[config.mk]
export PLATFORM = sky130hd
export DESIGN_NAME = gcd_core_flat
export DESIGN_NICKNAME = d
export VERILOG_FILES = /design/src/rtl/gcd_core_if.sv /design/src/rtl/gcd_core.sv /design/src/flat_wrapper.sv
export SDC_FILE = /design/constraint.sdc
export NUM_CORES = 1
export LEC_CHECK = 0
export ABC_AREA = 1
export CAP_MARGIN = 10
export CORE_UTILIZATION = 40
export CTS_BUF_LIST = sky130_fd_sc_hd__clkbuf_4
export DETAILED_ROUTE_END_ITERATION = 8
export DONT_BUFFER_PORTS = 1
export SLEW_MARGIN = 20
export SYNTH_ARGS = -nofsm -noshare
export SYNTH_HDL_FRONTEND = slang
export SYNTH_SLANG_ARGS = --single-unit
[constraint.sdc]
create_clock -name clk -period 5.58 [get_ports clk]
set_input_delay 0.837 -clock clk [delete_from_list [all_inputs] [get_ports clk]]
set_output_delay 0.837 -clock clk [all_outputs]
set_load 0.02 [all_outputs]
[src/rtl/gcd_core_if.sv]
// Operand/result bus for the subtractive GCD engine.
// Optional iter_cnt member exists only with GCD_ITER_COUNT_EN.
interface gcd_core_if #(
  parameter int WIDTH = 16
);
  logic             start;
  logic [WIDTH-1:0] data_in;
  logic [WIDTH-1:0] result;
  logic             done;
  logic             busy;
`ifdef GCD_ITER_COUNT_EN
  logic [WIDTH-1:0] iter_cnt;

  modport master (
    output start, data_in,
    input  result, done, busy, iter_cnt
  );

  modport slave (
    input  start, data_in,
    output result, done, busy, iter_cnt
  );
`else
  modport master (
    output start, data_in,
    input  result, done, busy
  );

  modport slave (
    input  start, data_in,
    output result, done, busy
  );
`endif
endinterface

[src/rtl/gcd_core.sv]
// Iterative subtractive GCD engine: operand regs, comparator, FSM.
// GCD_ITER_COUNT_EN adds a saturating subtraction counter (iter_cnt).
module gcd_core #(
  parameter int WIDTH = 16
) (
  input  logic       clk,
  input  logic       rst_n,
  gcd_core_if.slave  bus
);

  typedef enum logic [2:0] {
    IDLE,
    LOAD_A,
    LOAD_B,
    CALC,
    DONE
  } state_t;

  state_t state_q;
  state_t state_d;

  logic [WIDTH-1:0] a_q;
  logic [WIDTH-1:0] b_q;
  logic [WIDTH-1:0] result_q;

  logic a_zero;
  logic b_zero;
  logic eq;
  logic gt;
  logic lt;
  logic fin;

  assign a_zero = (a_q == '0);
  assign b_zero = (b_q == '0);
  assign eq     = (a_q == b_q);
  assign gt     = (a_q > b_q);
  assign lt     = (a_q < b_q);
  assign fin    = a_zero | b_zero | eq;

  // State register
  always_ff @(posedge clk or negedge rst_n) begin
    if (!rst_n) begin
      state_q <= IDLE;
    end else begin
      state_q <= state_d;
    end
  end

  // Next-state decode; start only matters in IDLE and DONE
  always_comb begin
    state_d = state_q;
    unique case (state_q)
      IDLE:    if (bus.start) state_d = LOAD_A;
      LOAD_A:  state_d = LOAD_B;
      LOAD_B:  state_d = CALC;
      CALC:    if (fin) state_d = DONE;
      DONE:    if (bus.start) state_d = LOAD_A;
      default: state_d = IDLE;
    endcase
  end

  // Operand capture, one subtract per CALC cycle, result on exit
  always_ff @(posedge clk or negedge rst_n) begin
    if (!rst_n) begin
      a_q      <= '0;
      b_q      <= '0;
      result_q <= '0;
    end else begin
      unique case (state_q)
        LOAD_A: a_q <= bus.data_in;
        LOAD_B: b_q <= bus.data_in;
        CALC: begin
          if (a_zero) begin
            result_q <= b_q;
          end else if (b_zero) begin
            result_q <= a_q;
          end else if (eq) begin
            result_q <= a_q;
          end else if (gt) begin
            a_q <= a_q - b_q;
          end else if (lt) begin
            b_q <= b_q - a_q;
          end
        end
        default: ;
      endcase
    end
  end

`ifdef GCD_ITER_COUNT_EN
  logic [WIDTH-1:0] iter_q;

  // Count subtracting CALC cycles, saturating at all-ones
  always_ff @(posedge clk or negedge rst_n) begin
    if (!rst_n) begin
      iter_q <= '0;
    end else if (state_q == LOAD_A) begin
      iter_q <= '0;
    end else if (state_q == CALC && !fin && iter_q != '1) begin
      iter_q <= iter_q + 1'b1;
    end
  end

  assign bus.iter_cnt = iter_q;
`endif

  assign bus.result = result_q;
  assign bus.done   = (state_q == DONE);
  assign bus.busy   = (state_q == LOAD_A) |
                      (state_q == LOAD_B) |
                      (state_q == CALC);

endmodule

[src/flat_wrapper.sv]
// flat-port wrapper written by rule: the top's interface ports become plain ports
module gcd_core_flat 
#(
  parameter int WIDTH = 16
)
  (clk, rst_n, bus_start, bus_data_in, bus_result, bus_done, bus_busy);
  gcd_core_if #(.WIDTH(WIDTH)) bus_i ();
  input  logic clk;
  input  logic rst_n;
  input wire logic [$bits(bus_i.start)-1:0] bus_start;
  input wire logic [$bits(bus_i.data_in)-1:0] bus_data_in;
  output wire logic [$bits(bus_i.result)-1:0] bus_result;
  output wire logic [$bits(bus_i.done)-1:0] bus_done;
  output wire logic [$bits(bus_i.busy)-1:0] bus_busy;
  assign bus_i.start = bus_start;
  assign bus_i.data_in = bus_data_in;
  assign bus_result = bus_i.result;
  assign bus_done = bus_i.done;
  assign bus_busy = bus_i.busy;
  gcd_core #(.WIDTH(WIDTH)) u_core (.clk(clk), .rst_n(rst_n), .bus(bus_i));
endmodule
# Word level (Yosys, flattened, before mapping)
# Cells that the tools add are included.
# op_classes
add_sub_neg,2
order_cmp,2
n_eq_ne,13
muxes,17
n_bitwise,4
reduce_logical,11
# ops
op,n
$mux W16,12
$pmux W16 S2,2
$logic_not A16 Y1,2
$sub A16 B16 Y16,2
$eq A16 B16 Y1,1
$gt A16 B16 Y1,1
$lt A16 B16 Y1,1
$pmux W3 S4,1
$ne A2 B1 Y1 const B,4
$ne A2 B2 Y1 const B,4
$eq A3 B2 Y1 const B,2
$mux W3,2
$reduce_and A6 Y1,1
$reduce_and A5 Y1,1
$or A1 B1 Y1,4
$reduce_and A2 Y1,2
$reduce_bool A2 Y1,2
$eq A3 B1 Y1 const B,1
$eq A3 B3 Y1 const B,1
$logic_not A3 Y1,1
$reduce_bool A3 Y1,1
$reduce_or A2 Y1,1
# totals
reg_bits,51
input_bits,19
output_inout_bits,18
wordCells,53

# Longest topological paths before layout
# Gate-level depths: netlist (run 1).
# logic_depth
ltp_word,7
depth_mapped,17

# Worst setup path after synthesis (run 1)
# Ideal clock, no wire load.
# synth_path
path_type,register -> register
start,register u_core.a_q[0]
end,register u_core.a_q[13]
arrival_time_ns,2.047
path_slack_ns,3.416
path_stages_with_launch,17
path_buffers,1
period_less_slack_ns,2.164
path_cell_list,dfrtp_1 -> inv_1 -> ha_1 -> fa_1 -> inv_1 -> nand3_1 -> nand2_1 -> nand2_1 -> nand2_1 -> nand2_1 -> nand2_2 -> nand3_2 -> nand2_4 -> nand2_8 -> buf_6 -> nand2_1 -> nand2_1
# synth_between
elab_chain_cells,6
# synth_lines
item,line,source
from (decl),gcd_core.sv:22,logic [WIDTH-1:0] a_q;
from (signal assigned),gcd_core.sv:70,LOAD_A: a_q <= bus.data_in;
from (signal assigned),gcd_core.sv:80,a_q <= a_q - b_q;
$sub A16 B16 Y16,gcd_core.sv:80,
$mux W16,gcd_core.sv:79,end else if (gt) begin
$mux W16,gcd_core.sv:77,end else if (eq) begin
$mux W16,gcd_core.sv:75,end else if (b_zero) begin
$mux W16,gcd_core.sv:73,if (a_zero) begin
$pmux W16 S2,gcd_core.sv:69,unique case (state_q)
# Parallel ways exist; a longest one is shown, timed or not. The select of a mux whose other input is x is not followed.
# A chain may end at the register's enable or synchronous reset.

# Final worst setup path (run 1)
# layout_path
start,register u_core.state_q[0]
end,register u_core.b_q[10]
# layout_between
elab_chain_cells,3
# layout_lines
item,line,source
from (decl),gcd_core.sv:19,state_t state_q;
from (signal assigned),gcd_core.sv:45,state_q <= state_d;
$eq A3 B2 Y1,gcd_core.sv:69,
"$ne A2 B2 Y1 (no line), or another cell as far along",-,
$reduce_and A6 Y1 (no line),-,
to (signal assigned),gcd_core.sv:71,LOAD_B: b_q <= bus.data_in;
to (signal assigned),gcd_core.sv:82,b_q <= b_q - a_q;
to (decl),gcd_core.sv:23,logic [WIDTH-1:0] b_q;
# Parallel ways exist; a longest one is shown, timed or not.

==> metrics.md, run 1 <==
| Metric | Value |
|---|---|
| N_diodes | `0` |
| I/O Pins | `37` |
| Remaining routing DRC violations | `0` |
| Crit Path Class | `reg -> reg` |
| Routed vias | `4255` |
| Post-CTS setup buffer count | `0` |
| Worst EP required | `5.86 ns` |
| CP endpoint kind | `register` |
| Post-synth net total | `772` |
| Final period util | `0.550` |
| Synth warnings | `0` |
| CTS Buffer Depth | `2` |
| Number of synthesized register bits | `51` |
| Layout cell share with drive strength beyond 1 | `0.0523` |
| Pre-Repair DR Iteration Count | `5` |
| Clk_lat worst skew | `0.42 ns` |
| Sequential element share of the synthesized area | `0.282` |
| Die X-Extent | `108 µm` |
| Yosys top cell by area | `dfrtp_1` |
| Minimum clock period | `3.07 ns` |
| Worst Hold Class | `in -> async` |
| First-pass GRT wire length | `20.7 mm` |
| Ranking of synthesized cells by area | `dfrtp_1, nand2_1, inv_1` |
| Status | `completed` |
| GRT Resource Usage Total | `0.230` |
| Height of the die | `108 µm` |
| Sink Count | `51` |
| Total negative setup slack | `0 ns` |
| Non-Filler Instances | `848` |
| Cells after synthesis | `720` |
| Root Buffer | `clkbuf_4` |
| DR iter-0 viols | `282` |
| Post-synth ARST share | `1.00` |
| Most used DFF post-synth | `dfrtp_1` |
| Port Buffers | `0` |
| Critical Path AT | `3.35 ns` |
| Flop-to-flop setup slack | `2.51 ns` |
| Cell total after placement | `840` |
| Number of flops mapped to enable cells by yosys | `0` |
| FP Rows | `38` |
| Area Growth Syn to Fin | `2.16%` |
| Hpwl dp | `10.2 mm` |
| DRT antenna net count | `0` |
| Distinct cells, synth | `33` |
| Hold_buf cts | `0` |
| CP max stage cell | `nand3_1` |
| Cts bufs inserted | `5` |
| Worst-Margin Slew | `0.900 ns` |
| Max Cap Viol | `0` |
| Slowest stage delay, CP | `0.69 ns` |
| Nets | `759` |
| Antenna violations before repair | `0` |
| Worst slew margin | `0.398` |
| Final setup viols | `0` |
| CTS H-tree depth | `2` |
| CP startpoint kind | `register` |
| Cell with the most instances after synthesis | `nand2_1` |
| Final wirelength | `12.7 mm` |
| CP Max Fanout | `38` |
| Routed WL per cell | `15.0 µm` |
| Fin. Hold Viols | `0` |
| Die area | `11700 µm²` |
| Cell Area, Synth | `4520 µm²` |
| Starting Density | `0.413` |
| RSZ-0062 raised after global routing | `false` |
| Number of global-route vias before repair | `4122` |
| Worst-path clk slew | `0.18 ns` |
| Mapped Avg Cell Area | `6.28 µm²` |
| Buf/Inv on CP | `3` |
| Via density | `5.02` |
| Final Slew Violations | `0` |
| Top-area cell type share of the netlist area | `0.282` |
| CTS tree | `done` |
| Total core area | `10900 µm²` |
| Clock Skew | `0.0292 ns` |
| Top cells by count, synth | `nand2_1, inv_1, nand3_1, nor2_1, dfrtp_1` |
| Gates resized, CTS repair | `0` |
| WHS | `0.0748 ns` |
| Placer Congestion | `0.918` |
| Crit path cell chain | `nand3_1 > inv_1 > buf_4 > nand2_2 > clkinv_4 > nor2_8 > o21ai_0` |
| GRT overflow | `0` |
| CP top delay family | `simple AND/OR/NAND/NOR gates` |
| Largest net degree at the start of global routing | `52` |
| Max Clk Rate | `0.326 GHz` |
## layout make-up
cell class / instances / area, µm²
tap: 140 / 175
sequential: 51 / 1280
clock inverter: 3 / 20.0
clock buffer: 5 / 37.5
fill: 1218 / 6320
multi-input combinational: 537 / 2670
timing repair buffer: 2 / 15.0
inverter: 110 / 418
## per-stage QoR
stage          utilization  setup slack (ns)  instance area, µm²
2_1_floorplan            -              3.42                4520
3_3_place_gp         0.417              2.59                4560
3_5_place_dp         0.417              2.49                4560
4_1_cts              0.422              2.48                4620
5_1_grt              0.422              2.22                4620
6_report             0.422              2.51                4620
## flip-flops by register name (all words and copies together) (netlist names)
name / count
u_core.state_q: 3
u_core.a_q: 16
u_core.bus.result: 16
u_core.b_q: 16
## cell families (layout without fill, tap and decap cells)
| logic type | after synthesis | after routing | synth area share |
|---|---|---|---|
| simple gates | 433 | 433 | 0.406 |
| buf+inv | 132 | 120 | 0.126 |
| xor+xnor | 2 | 2 | 0.00388 |
| compound gates | 69 | 69 | 0.0875 |
| flops | 51 | 51 | 0.282 |
| fa+ha+maj | 33 | 33 | 0.0947 |
## layout by cell type (no fill, tap or decap), drive strengths merged
master | netlist | layout
clkinvlp | 0 | 2
xor2 | 2 | 2
clkinv | 1 | 2
nand2 | 299 | 299
nor3 | 3 | 3
fa | 2 | 2
nand4 | 9 | 9
dfrtp | 51 | 51
nor2 | 58 | 58
nand3b | 3 | 3
and2 | 2 | 2
buf | 18 | 2
o21bai | 2 | 2
inv | 109 | 109
o21ai | 38 | 38
o211ai | 1 | 1
a21oi | 21 | 21
ha | 31 | 31
clkbuf | 4 | 5
o22ai | 7 | 7
nand3 | 59 | 59
## worst paths after layout
check	depth (start not counted)	start	endpoint
worst max-delay path	7	u_core.state_q[0]$_DFFE_PN0P_	u_core.b_q[10]$_DFFE_PN0P_
worst min-delay path	0	rst_n	u_core.b_q[3]$_DFFE_PN0P_
worst max register to register	7	u_core.state_q[0]$_DFFE_PN0P_	u_core.b_q[10]$_DFFE_PN0P_
worst min register to register	2	u_core.b_q[15]$_DFFE_PN0P_	u_core.b_q[15]$_DFFE_PN0P_
max in group asynchronous	0	rst_n	u_core.a_q[14]$_DFFE_PN0P_
min in group clk	2	u_core.b_q[15]$_DFFE_PN0P_	u_core.b_q[15]$_DFFE_PN0P_
## metal layers
metal,up-vias,share of wire,GRT usage
met3,25,0.051,0.0452
met5,-,0,0
li1,2190,-,-
met1,1930,0.45,0.297
met2,110,0.47,0.384
met4,0,0.024,0.0782
Power of run 1 is left out: the tool's default activity adds up to more than one toggle a clock period on the data nets, which glitch-free logic cannot reach.
==> run 2, diff against run 1 <==
==> constraint.sdc (replaced) <==
create_clock -name clk -period 3.2 [get_ports clk]
set_input_delay 0.48 -clock clk [delete_from_list [all_inputs] [get_ports clk]]
set_output_delay 0.48 -clock clk [all_outputs]
set_load 0.02 [all_outputs]
==> metrics.md, run 2 (synthesis results as in run 1) <==
| Metric | Value |
|---|---|
| Root Buffer | `clkbuf_4` |
| Area Growth Syn to Fin | `4.02%` |
| Number of global-route vias before repair | `4155 (+0.80%)` |
| Crit path cell chain | `inv_1 > ha_1 > fa_1 > inv_1 > nand3_1 > nand2_1 > nand2_1 > nand2_1 > nand2_1 > nand2_2 > nand3_2 > nand2_4 > nand2_8 > nand2_1 > nand2_1` |
| Antenna violations before repair | `0 (unchanged)` |
| Final wirelength | `13.0 mm (+1.8%)` |
| Starting Density | `0.413 (unchanged)` |
| GRT overflow | `0 (unchanged)` |
| Die area | `11700 µm² (unchanged)` |
| Remaining routing DRC violations | `0 (unchanged)` |
| CP Max Fanout | `16 (-58%)` |
| DRT antenna net count | `0 (unchanged)` |
| Largest net degree at the start of global routing | `52 (unchanged)` |
| Slowest stage delay, CP | `0.41 ns (-0.28 ns)` |
| Gates resized, CTS repair | `0 (unchanged)` |
| Commonest cells after routing, fill and taps aside | `nand2_1, inv_1, nor2_1, nand3_1, dfrtp_1` |
| Worst-path clk slew | `0.18 ns (about the same)` |
| Clock Skew | `0.0346 ns (+0.00542 ns)` |
| CTS tree | `done` |
| Cts bufs inserted | `5 (unchanged)` |
| Nets | `764 (+0.66%)` |
| Pre-Repair DR Iteration Count | `7 (+2)` |
| CP endpoint kind | `register` |
| I/O Pins | `37 (unchanged)` |
| Layout cell share with drive strength beyond 1 | `0.0575 (+0.00524)` |
| CP top delay family | `simple AND/OR/NAND/NOR gates` |
| CP startpoint kind | `register` |
| Height of the die | `108 µm (unchanged)` |
| Reg area | `1280 µm² (unchanged)` |
| Routed vias | `4334 (+1.9%)` |
| Routed WL per cell | `15.2 µm (+1.2%)` |
| Clk_lat worst skew | `0.41 ns (about the same)` |
| Worst EP required | `3.48 ns (-2.38 ns)` |
| Die X-Extent | `108 µm (unchanged)` |
| Critical Path AT | `2.83 ns (-0.52 ns)` |
| Total core area | `10900 µm² (unchanged)` |
| GRT Resource Usage Total | `0.233 (+0.00266)` |
| Crit Path Class | `reg -> reg` |
| Worst-Margin Slew | `0.672 ns (-0.228 ns)` |
| N_diodes | `0 (unchanged)` |
| Total negative setup slack | `0 ns (unchanged)` |
| Via density | `5.08 (+1.3%)` |
| Minimum clock period | `2.55 ns (-0.518 ns)` |
| Worst slew margin | `0.551 (+0.153)` |
| CP max stage cell | `dfrtp_1` |
| Hpwl dp | `10.4 mm (+2.5%)` |
| Final period util | `0.797 (+0.247)` |
| Status | `completed` |
| Max Cap Viol | `0 (unchanged)` |
| Fill cells | `1189 (-2.4%)` |
| Multi-input logic area | `2670 µm² (unchanged)` |
| Flop-to-flop setup slack | `0.65 ns (-1.86 ns)` |
| Port Buffers | `0 (unchanged)` |
| Final setup viols | `0 (unchanged)` |
| Final Slew Violations | `0 (unchanged)` |
| Most used cell, CP | `nand2_1` |
| Commonest non-fill, non-tap cell in the layout | `nand2_1` |
| Sink Count | `51 (unchanged)` |
| DR iter-0 viols | `242 (-14%)` |
| Placer Congestion | `0.908 (-1.1%)` |
| First-pass GRT wire length | `20.8 mm (+0.70%)` |
| CTS H-tree depth | `2 (unchanged)` |
| CTS Buffer Depth | `2 (unchanged)` |
| Fin. Hold Viols | `0 (unchanged)` |
| FP Rows | `38 (unchanged)` |
| Buf/Inv on CP | `2 (-1)` |
| Max Clk Rate | `0.392 GHz (+20%)` |
| RSZ-0062 raised after global routing | `false` |
| Worst Hold Class | `in -> reg` |
## run 2: changes by cell type in the layout (fill, tap and decap cells not counted)
cell / previous run / this run
buf_16: 0 / 1
bufinv_16: 0 / 1
clkinvlp_4: 2 / 0
dlygate4sd3_1: 0 / 1
buf_4: 2 / 5
clkinv_4: 1 / 2
## run 2: per-layer routing
metal,part of all wire,vias up,global-route usage
met1,0.44,1980,0.291
met4,0.025,0,0.0763
met2,0.49,122,0.409
met5,0,-,0
li1,-,2209,-
met3,0.049,23,0.0356
## run 2: cell type report
| type | count | share of cell area |
|---|---|---|
| multi-input combinational | 537 | 0.569 |
| sequential | 51 | 0.272 |
| inverter | 110 | 0.0889 |
| tap | 140 | 0.0373 |
| timing repair buffer | 7 | 0.0160 |
| clock inverter | 3 | 0.00932 |
| clock buffer | 5 | 0.00799 |
## run 2: through the flow
step / setup slack, ns / cell area (µm²) / utilization / hold WS [ns] / instances
global route: 0.450 / 4700 / 0.430 / 0.296 / 853
CTS: 0.690 / 4700 / 0.430 / 0.292 / 853
floorplan: 1.04 / 4520 / - / 0.184 / 720
finish: 0.650 / 4700 / 0.430 / 0.302 / 853
detailed placement: 0.769 / 4580 / 0.419 / 0.186 / 843
global placement: 0.778 / 4580 / 0.419 / 0.187 / 843
## run 2: final timing paths
kind,from,to,cells past startpoint
max,u_core.a_q[0]$_DFFE_PN0P_,u_core.a_q[13]$_DFFE_PN0P_,15
max in group asynchronous,rst_n,u_core.a_q[11]$_DFFE_PN0P_,2
min in group asynchronous,rst_n,u_core.b_q[4]$_DFFE_PN0P_,2
max reg2reg,u_core.a_q[0]$_DFFE_PN0P_,u_core.a_q[13]$_DFFE_PN0P_,15
min,bus_start,u_core.state_q[2]$_DFFE_PN0P_,3
min reg2reg,u_core.b_q[15]$_DFFE_PN0P_,u_core.b_q[15]$_DFFE_PN0P_,2
## run 2: timing repair
| item | in CTS | in global routing |
|---|---|---|
| buffers inserted | 0 | 0 |
| endpoints found under the hold margin | 51 | 0 |
| hold buffers | 2 | 0 |
## run 2: worst reg2reg max path: stages, from the launching register on
cell and delay [ns]:
dfrtp_1 0.41, inv_1 0.08, ha_1 0.21, fa_1 0.42
inv_1 0.14, nand3_1 0.08, nand2_1 0.14, nand2_1 0.07
nand2_1 0.11, nand2_1 0.08, nand2_2 0.07, nand3_2 0.12
nand2_4 0.22, nand2_8 0.13, nand2_1 0.09, nand2_1 0.06
Power of run 2 is left out for the same reason.
==> run 3, diff against run 2 <==
==> constraint.sdc (replaced) <==
create_clock -name clk -period 2.45 [get_ports clk]
set_input_delay 0.3675 -clock clk [delete_from_list [all_inputs] [get_ports clk]]
set_output_delay 0.3675 -clock clk [all_outputs]
set_load 0.02 [all_outputs]
==> metrics.md, run 3 (synthesis results as in run 1) <==
| Metric | Value |
|---|---|
| Root Buffer | `clkbuf_4` |
| N_diodes | `0 (unchanged)` |
| Via density | `5.08 (about the same)` |
| Port Buffers | `0 (unchanged)` |
| Area Growth Syn to Fin | `8.39%` |
| Most used cell, CP | `nand2_1` |
| Minimum clock period | `2.30 ns (-0.250 ns)` |
| Pre-Repair DR Iteration Count | `7 (unchanged)` |
| Slowest stage delay, CP | `0.42 ns (about the same)` |
| Crit Path Class | `reg -> reg` |
| CP max stage cell | `dfrtp_1` |
| CP Max Fanout | `26 (+10)` |
| Number of global-route vias before repair | `4300 (+3.5%)` |
| Die X-Extent | `108 µm (unchanged)` |
| CTS tree | `done` |
| Commonest cells after routing, fill and taps aside | `nand2_1, inv_1, nand3_1` |
| CTS Buffer Depth | `2 (unchanged)` |
| Die area | `11700 µm² (unchanged)` |
| CTS H-tree depth | `2 (unchanged)` |
| Hpwl dp | `10.7 mm (+2.8%)` |
| Routed WL per cell | `15.2 µm (-0.14%)` |
| Final Core Density | `0.448 (+0.0181)` |
| Crit path cell chain | `inv_2 > ha_2 > fa_2 > inv_2 > nand3_1 > nand2_1 > nand2_1 > nand2_2 > nand2_1 > nand2_2 > nand2_1 > nand2_2 > nor2_8 > buf_12 > nand2_1 > nand2_1` |
| DRT antenna net count | `0 (unchanged)` |
| Largest net degree at the start of global routing | `52 (unchanged)` |
| Worst-Margin Slew | `0.607 ns (-0.0648 ns)` |
| Height of the die | `108 µm (unchanged)` |
| Total core area | `10900 µm² (unchanged)` |
| CP startpoint kind | `register` |
| Placer Congestion | `0.955 (+5.2%)` |
| Final Slew Violations | `0 (unchanged)` |
| Max Cap Viol | `0 (unchanged)` |
| Worst EP required | `2.73 ns (-0.75 ns)` |
| Buf/Inv on CP | `3 (+1)` |
| Layout cell share with drive strength beyond 1 | `0.0981 (+0.0406)` |
| Nets | `785 (+2.7%)` |
| First-pass GRT wire length | `21.1 mm (+1.6%)` |
| Critical Path AT | `2.58 ns (-0.25 ns)` |
| GRT Resource Usage Total | `0.237 (+0.00421)` |
| Worst-path clk slew | `0.17 ns (about the same)` |
| Commonest non-fill, non-tap cell in the layout | `nand2_1` |
| Sink Count | `51 (unchanged)` |
| Worst Hold Class | `in -> reg` |
| Clk_lat worst skew | `0.40 ns (about the same)` |
| GRT overflow | `0 (unchanged)` |
| Remaining routing DRC violations | `0 (unchanged)` |
| Final wirelength | `13.3 mm (+2.3%)` |
| Routed vias | `4442 (+2.5%)` |
| Starting Density | `0.413 (unchanged)` |
| CP endpoint kind | `register` |
| Antenna violations before repair | `1 (+1)` |
| Cts bufs inserted | `5 (unchanged)` |
| FP Rows | `38 (unchanged)` |
| Max Clk Rate | `0.435 GHz (+11%)` |
| DR iter-0 viols | `270 (+12%)` |
| I/O Pins | `37 (unchanged)` |
| Clock Skew | `0.0274 ns (-0.00720 ns)` |
| Fin. Hold Viols | `0 (unchanged)` |
| Worst slew margin | `0.592 (+0.0406)` |
| Final period util | `0.939 (+0.142)` |
| CP top delay family | `simple AND/OR/NAND/NOR gates` |
| Status | `completed` |
| Final setup viols | `0 (unchanged)` |
run 3: cell types whose count changed in the layout (fill, tap and decap cells not counted), sizes merged:
cell	before	now
buf	6	27
run 3: worst min-delay path: stages:
cell     delay (ns)
inv_1          0.03
nand2_1        0.07
a21oi_1        0.06
run 3: layer usage:
| layer | routed length (µm) | global-route usage | share of wire | up-vias |
|---|---|---|---|---|
| met2 | 6380 | 0.410 | 0.48 | 123 |
| met4 | 447 | 0.0965 | 0.034 | 0 |
| met5 | 0 | 0 | 0 | - |
| met1 | 5780 | 0.293 | 0.44 | 2048 |
| met3 | 669 | 0.0374 | 0.050 | 20 |
| li1 | - | - | - | 2251 |
run 3: path summary, 6_finish.rpt:
path	from	to	slack (ns)	depth (start not counted)
max	u_core.a_q[0]$_DFFE_PN0P_	u_core.b_q[9]$_DFFE_PN0P_	0.15	16
max reg2reg	u_core.a_q[0]$_DFFE_PN0P_	u_core.b_q[9]$_DFFE_PN0P_	0.15	16
max in group asynchronous	rst_n	u_core.a_q[15]$_DFFE_PN0P_	1.71	2
min	bus_start	u_core.state_q[2]$_DFFE_PN0P_	0.18	3
min reg2reg	u_core.b_q[15]$_DFFE_PN0P_	u_core.b_q[15]$_DFFE_PN0P_	0.51	2
min in group asynchronous	rst_n	u_core.b_q[3]$_DFFE_PN0P_	0.44	2
run 3: area by class of cell:
type                    count  area [µm²]
clock inverters             3        43.8
repair buffers             28         245
flip-flops and latches     51        1280
clock buffers               5        37.5
multi-input cells         537        2700
well taps                 140         175
inverters                 110         418
fillers                  1216        6040
run 3: through the flow:
step | hold slack, ns | instance area (µm²) | std cells | setup slack [ns] | TNS [ns]
4_1_cts | 0.169 | 4850 | 871 | 0.119 | 0
3_5_place_dp | 0.0735 | 4730 | 861 | 0.164 | 0
3_3_place_gp | 0.0738 | 4730 | 861 | 0.204 | 0
5_1_grt | 0.179 | 4900 | 874 | -0.0149 | -0.0596
6_report | 0.179 | 4900 | 874 | 0.150 | 0
2_1_floorplan | 0.0719 | 4520 | 720 | 0.286 | 0
run 3: timing repair:
item / in CTS / in global routing
hold endpoints to repair: 51 / 0
setup buffers: 0 / 3
gates resized for setup: 0 / 13
hold buffers: 2 / 0
setup endpoints to repair: 0 / 32
Power of run 3 is left out for the same reason.
